--- src/rtl/acc_bus_xfer_if.sv ---
// Accumulator <-> data bus transfer interface.
// master: requester and pad side; slave: acc_bus_xfer.
interface acc_bus_xfer_if #(
    parameter int DATA_W     = 4,
    parameter int NUM_PHASES = 8
);
    localparam int PW = $clog2(NUM_PHASES);

    logic              xferReq;
    logic              xferWrite;
    logic [DATA_W-1:0] accIn;
    logic [DATA_W-1:0] dataBusIn;
    logic [DATA_W-1:0] dataBusOut;
    logic              dataBusOe;
    logic [PW-1:0]     phase;
    logic              cycleSync;
    logic              busy;
    logic              rdValid;
    logic [DATA_W-1:0] rdData;
    logic              xferDone;

    modport master (
        output xferReq, xferWrite, accIn, dataBusIn,
        input  dataBusOut, dataBusOe, phase, cycleSync,
        input  busy, rdValid, rdData, xferDone
    );

    modport slave (
        input  xferReq, xferWrite, accIn, dataBusIn,
        output dataBusOut, dataBusOe, phase, cycleSync,
        output busy, rdValid, rdData, xferDone
    );
endinterface

--- src/rtl/acc_bus_xfer.sv ---
// Moves a nibble between ACC and the data bus over one 8-phase machine cycle.
// Define ACC_BUS_HOLD_EN to extend the write drive window by one phase.
module acc_bus_xfer #(
    parameter int DATA_W     = 4,
    parameter int NUM_PHASES = 8,
    parameter int XFER_PHASE = 6
) (
    input  logic           clk,
    input  logic           rstN,
    acc_bus_xfer_if.slave  bus
);
    localparam int PW = $clog2(NUM_PHASES);

    localparam logic [PW-1:0] LAST_PH = PW'(NUM_PHASES - 1);
    localparam logic [PW-1:0] PRE_LAST = PW'(NUM_PHASES - 2);
    localparam logic [PW-1:0] X_PH = PW'(XFER_PHASE);
    localparam logic [PW-1:0] PRE_X = PW'(XFER_PHASE - 1);

    typedef enum logic {
        IDLE,
        RUN
    } state_t;

    state_t            state;
    logic [PW-1:0]     phase;
    logic              busy;
    logic              cycle_sync;
    logic              oe;
    logic [DATA_W-1:0] bus_out;
    logic              rd_valid;
    logic [DATA_W-1:0] rd_data;
    logic              done;
    logic              wr_lat;
    logic [DATA_W-1:0] acc_lat;

    // Phase sequencer with every output registered one edge ahead of its phase
    always_ff @(posedge clk or negedge rstN) begin
        if (!rstN) begin
            state      <= IDLE;
            phase      <= '0;
            busy       <= 1'b0;
            cycle_sync <= 1'b0;
            oe         <= 1'b0;
            bus_out    <= '0;
            rd_valid   <= 1'b0;
            rd_data    <= '0;
            done       <= 1'b0;
            wr_lat     <= 1'b0;
            acc_lat    <= '0;
        end else begin
            cycle_sync <= 1'b0;
            oe         <= 1'b0;
            bus_out    <= '0;
            rd_valid   <= 1'b0;
            done       <= 1'b0;
            unique case (state)
                IDLE: begin
                    phase <= '0;
                    if (bus.xferReq) begin
                        state      <= RUN;
                        busy       <= 1'b1;
                        cycle_sync <= 1'b1;
                        wr_lat     <= bus.xferWrite;
                        acc_lat    <= bus.accIn;
                    end
                end
                RUN: begin
                    if (phase == LAST_PH) begin
                        phase <= '0;
                        if (bus.xferReq) begin
                            cycle_sync <= 1'b1;
                            wr_lat     <= bus.xferWrite;
                            acc_lat    <= bus.accIn;
                        end else begin
                            state <= IDLE;
                            busy  <= 1'b0;
                        end
                    end else begin
                        phase <= phase + 1'b1;
                        if (wr_lat && phase == PRE_X) begin
                            oe      <= 1'b1;
                            bus_out <= acc_lat;
                        end
`ifdef ACC_BUS_HOLD_EN
                        if (wr_lat && phase == X_PH) begin
                            oe      <= 1'b1;
                            bus_out <= acc_lat;
                        end
`endif
                        if (!wr_lat && phase == X_PH) begin
                            rd_valid <= 1'b1;
                            rd_data  <= bus.dataBusIn;
                        end
                        if (phase == PRE_LAST) begin
                            done <= 1'b1;
                        end
                    end
                end
                default: state <= IDLE;
            endcase
        end
    end

    assign bus.phase      = phase;
    assign bus.busy       = busy;
    assign bus.cycleSync  = cycle_sync;
    assign bus.dataBusOe  = oe;
    assign bus.dataBusOut = bus_out;
    assign bus.rdValid    = rd_valid;
    assign bus.rdData     = rd_data;
    assign bus.xferDone   = done;
endmodule

--- src/flat_wrapper.sv ---
// flat-port wrapper written by rule: the top's interface ports become plain ports
module acc_bus_xfer_flat 
#(
    parameter int DATA_W     = 4,
    parameter int NUM_PHASES = 8,
    parameter int XFER_PHASE = 6
)
  (clk, rstN, bus_xferReq, bus_xferWrite, bus_accIn, bus_dataBusIn, bus_dataBusOut, bus_dataBusOe, bus_phase, bus_cycleSync, bus_busy, bus_rdValid, bus_rdData, bus_xferDone);
  acc_bus_xfer_if #(.DATA_W(DATA_W), .NUM_PHASES(NUM_PHASES)) bus_i ();
  input  logic clk;
  input  logic rstN;
  input wire logic [$bits(bus_i.xferReq)-1:0] bus_xferReq;
  input wire logic [$bits(bus_i.xferWrite)-1:0] bus_xferWrite;
  input wire logic [$bits(bus_i.accIn)-1:0] bus_accIn;
  input wire logic [$bits(bus_i.dataBusIn)-1:0] bus_dataBusIn;
  output wire logic [$bits(bus_i.dataBusOut)-1:0] bus_dataBusOut;
  output wire logic [$bits(bus_i.dataBusOe)-1:0] bus_dataBusOe;
  output wire logic [$bits(bus_i.phase)-1:0] bus_phase;
  output wire logic [$bits(bus_i.cycleSync)-1:0] bus_cycleSync;
  output wire logic [$bits(bus_i.busy)-1:0] bus_busy;
  output wire logic [$bits(bus_i.rdValid)-1:0] bus_rdValid;
  output wire logic [$bits(bus_i.rdData)-1:0] bus_rdData;
  output wire logic [$bits(bus_i.xferDone)-1:0] bus_xferDone;
  assign bus_i.xferReq = bus_xferReq;
  assign bus_i.xferWrite = bus_xferWrite;
  assign bus_i.accIn = bus_accIn;
  assign bus_i.dataBusIn = bus_dataBusIn;
  assign bus_dataBusOut = bus_i.dataBusOut;
  assign bus_dataBusOe = bus_i.dataBusOe;
  assign bus_phase = bus_i.phase;
  assign bus_cycleSync = bus_i.cycleSync;
  assign bus_busy = bus_i.busy;
  assign bus_rdValid = bus_i.rdValid;
  assign bus_rdData = bus_i.rdData;
  assign bus_xferDone = bus_i.xferDone;
  acc_bus_xfer #(.DATA_W(DATA_W), .NUM_PHASES(NUM_PHASES), .XFER_PHASE(XFER_PHASE)) u_core (.clk(clk), .rstN(rstN), .bus(bus_i));
endmodule
--- config.mk ---
export PLATFORM = sky130hd
export DESIGN_NAME = acc_bus_xfer_flat
export DESIGN_NICKNAME = d
export VERILOG_FILES = /design/src/rtl/acc_bus_xfer_if.sv /design/src/rtl/acc_bus_xfer.sv /design/src/flat_wrapper.sv
export SDC_FILE = /design/constraint.sdc
export NUM_CORES = 1
export LEC_CHECK = 0
export ABC_AREA = 1
export CORE_MARGIN = 5
export CORE_UTILIZATION = 40
export CTS_CLUSTER_SIZE = 14
export DETAILED_ROUTE_END_ITERATION = 8
export PLACE_DENSITY = 0.69
export SLEW_MARGIN = 10
export SYNTH_ARGS = -nofsm -noshare
export SYNTH_HDL_FRONTEND = slang
export SYNTH_SLANG_ARGS = --single-unit
--- constraint.sdc ---
create_clock -name clk -period 1.3 [get_ports clk]
set_clock_uncertainty 0.05 [all_clocks]
set_input_delay 0.13 -clock clk [delete_from_list [all_inputs] [get_ports clk]]
set_output_delay 0.13 -clock clk [all_outputs]
set_load 0.03 [all_outputs]
==> results.md <==
- Slowest CP cell: dfrtp_2
- Tot GR Track Use: 0.122
- Post-Synthesis Cells: 83
- Cells along the critical path: ha_4, ha_4, inv_6, nand2_8, nand2_8, inv_8, nand2_2, nand2_1
- Sink Count: 22
- Cell variety after synth: 13
- Placement Cell Area: 1270 um^2
- Critical path class: flip-flop to flip-flop
- R2R setup slack: -0.05 ns
- Area grow syn2layout: 61.3%
- Total power per unit cell area: 2310 nW/um^2
- N_diodes: 0
- Global-route wire length before repair: 3150 um
- WP data arrival: 1.52 ns
- Type of the most critical hold path: primary input to async pin
- Yosys top cell area share: 0.626
- Leak Pwr: 0.728 nW
- Slowest Stage Delay on Critical Path: 0.46 ns
- Die H: 56.9 um
- Slew @ Worst Pin: 0.338 ns
- Worst skew pair latency: 0.31 ns
- RSZ-0062 raised after global routing: true
- Design area: 1420 um^2
- Die W: 56.9 um
- Residual DRC: 0
- Crit. End Element: flip-flop
- Via density: 4.57
- Max IR drop VDD: 0.00123 V
- Sequential fraction of the synthesis area: 0.626
- Share of cells above drive strength 1: 0.336
- CTS tree: done
- Hold WS: 0.0981 ns
- Top cells by area, synth: dfrtp_1 (63%), nand2_1 (11%), ha_1 (5.7%)
- Required @ worst endpoint: 1.47 ns
- Global placement routability congestion: 0.801
- WL per Instance: 12.1 um
- Final ANT Viol Nets: 0
- Clock root cell: clkbuf_4
- Fin. Hold Viols: 0
- Final wirelength: 1810 um
- Vias: 685
- Outcome: finished with violations
- Mapped Area: 880 um^2
- Final setup fails: 11
- FP Rows: 17
- DP Worst Slack: -0.0616 ns
- DP HPWL: 1290 um
- Slew headroom: 0.775
- Final net count: 139
- Count of port buffers added during placement: 27
- Sequential power share: 0.343
- Initial cell density of the core: 0.409
- Comb power frac: 0.497
- Yosys warns: 0
- Setup crit start kind: flip-flop
- Synth Area per Inst: 10.6 um^2
- Post-CTS Hold Fix Bufs: 0
- DR iter-0 viols: 5
- Violated checks: negative setup slack
- Clock transition at path regs: 0.13 ns
- Standard cell core area: 2150 um^2
- Area of the die: 3240 um^2
- Crit Reg-Reg Endpoint: u_core.wr_lat
- Worst r2r src: u_core.bus.phase[0]
- R2R depth: 8
- Fin util: 0.660
- Post-synthesis register bit count: 22
- Post-route insts no fill: 150
- Vias in the first global route: 732
- Total grt overflow: 0
- Clock share of power: 0.159
- Placed instance count: 144
- Psw: 1.38 mW
- Pint: 1.90 mW
- Minimum clock period: 1.35 ns
- Max FO, Critical Path: 6
- Ports: 28
- Power Total: 3.28 mW
- Largest net degree at the start of global routing: 23
- Worst Slack Setup Final: -0.0463 ns
- Drt first pass iters: 2
- Fmax: 743 MHz
- Initial antenna violation count: 0
- H-tree Lvls: 1
- Max-slew violation count: 0
- Synth Net Count: 99
- Max cap viols: 0
- Final period util: 1.04
- Synth area leader: dfrtp_1
- Switching fraction of total power: 0.419
- Setup tns final: -0.377 ns
- Max clock buf depth: 2
- Num CTS Buffers: 3
state kept, by name, indices dropped and copies added, names as in the netlist:
| signal | cells |
|---|---|
| u_core.bus.phase | 3 |
| u_core.bus.cycleSync | 1 |
| u_core.bus.dataBusOut | 4 |
| u_core.state | 1 |
| u_core.acc_lat | 4 |
| u_core.bus.rdValid | 1 |
| u_core.bus.dataBusOe | 1 |
| u_core.bus.busy | 1 |
| u_core.bus.rdData | 4 |
| u_core.bus.xferDone | 1 |
| u_core.wr_lat | 1 |
power groups by stage:
stage	sequential [mW]	combinational (mW)	clock (mW)
finish	1.13	1.63	0.523
global route	1.15	1.79	0.564
CTS	1.11	1.52	0.534
detailed placement	1.12	1.51	0
global placement	1.11	1.48	0
floorplan	1.45	0.565	0
cells in the final DEF, fill, tap and decap left out, types with 2 or more instances in the layout:
cell and count:
nand2_1 21, dfrtp_1 20, clkdlybuf4s50_1 11, dlygate4sd2_1 11
inv_1 9, buf_4 9, nor2_1 5, nand2_2 5
nand3_2 4, nor3b_2 3, ha_4 3, clkbuf_4 3
nand2_8 2, nand3_4 2, dfrtp_2 2
cells in the mapped netlist, drive strengths merged:
| library cell | n |
|---|---|
| inv | 11 |
| nor3b | 4 |
| a21oi | 1 |
| nand3 | 6 |
| nand2 | 28 |
| nor2 | 7 |
| dfrtp | 22 |
| ha | 4 |
how the worst max path moves through the flow:
stage	start	end	slack (ns)	cells past startpoint
after floorplan	u_core.bus.phase[0]	u_core.acc_lat[0]	-0.08	8
after global placement	u_core.bus.phase[0]	u_core.wr_lat	-0.03	8
after detailed placement	u_core.bus.phase[0]	u_core.acc_lat[3]	-0.06	8
after CTS	u_core.bus.phase[0]	u_core.bus.dataBusOut[1]	-0.05	5
after global routing	u_core.bus.phase[0]	u_core.acc_lat[0]	-0.11	8
final	u_core.bus.phase[0]	u_core.wr_lat	-0.05	8
cells by family after synthesis:
| kind of cell | Yosys count | share of synthesized area |
|---|---|---|
| AND/OR/NAND/NOR | 45 | 0.262 |
| adder cells (fa/ha/maj) | 4 | 0.0569 |
| flip-flops | 22 | 0.626 |
| AO/OA/AOI/OAI | 1 | 0.00568 |
| buffers and inverters | 11 | 0.0498 |
critical path: cells and delay by family, from the launching register on:
kind          cells  cell delay [ns]
fa+ha+maj         2             0.35
buf+inv           2             0.12
flops             1             0.46
simple gates      4             0.29
metal layers:
metal,global-route usage,part of all wire
met5,0,0
met4,0.0298,0.0028
met3,0.0276,0.073
met2,0.230,0.53
met1,0.136,0.40
layout make-up:
| class | instances | area (um^2) |
|---|---|---|
| Multi-Input combinational cell | 51 | 424 |
| Inverter | 11 | 53.8 |
| Timing Repair Buffer | 34 | 300 |
| Clock buffer | 3 | 22.5 |
| Tap cell | 28 | 35.0 |
| Sequential cell | 22 | 553 |
| Clock inverter | 1 | 30.0 |
| Fill cell | 187 | 729 |
timing repair:
action                     CTS  global route
gates cloned                 1             0
pin swaps                    1             6
setup endpoints to repair   24            18
gates resized for setup     20            17
buffers inserted             1             0
No activity file was read; power rests on OpenSTA's default activity.
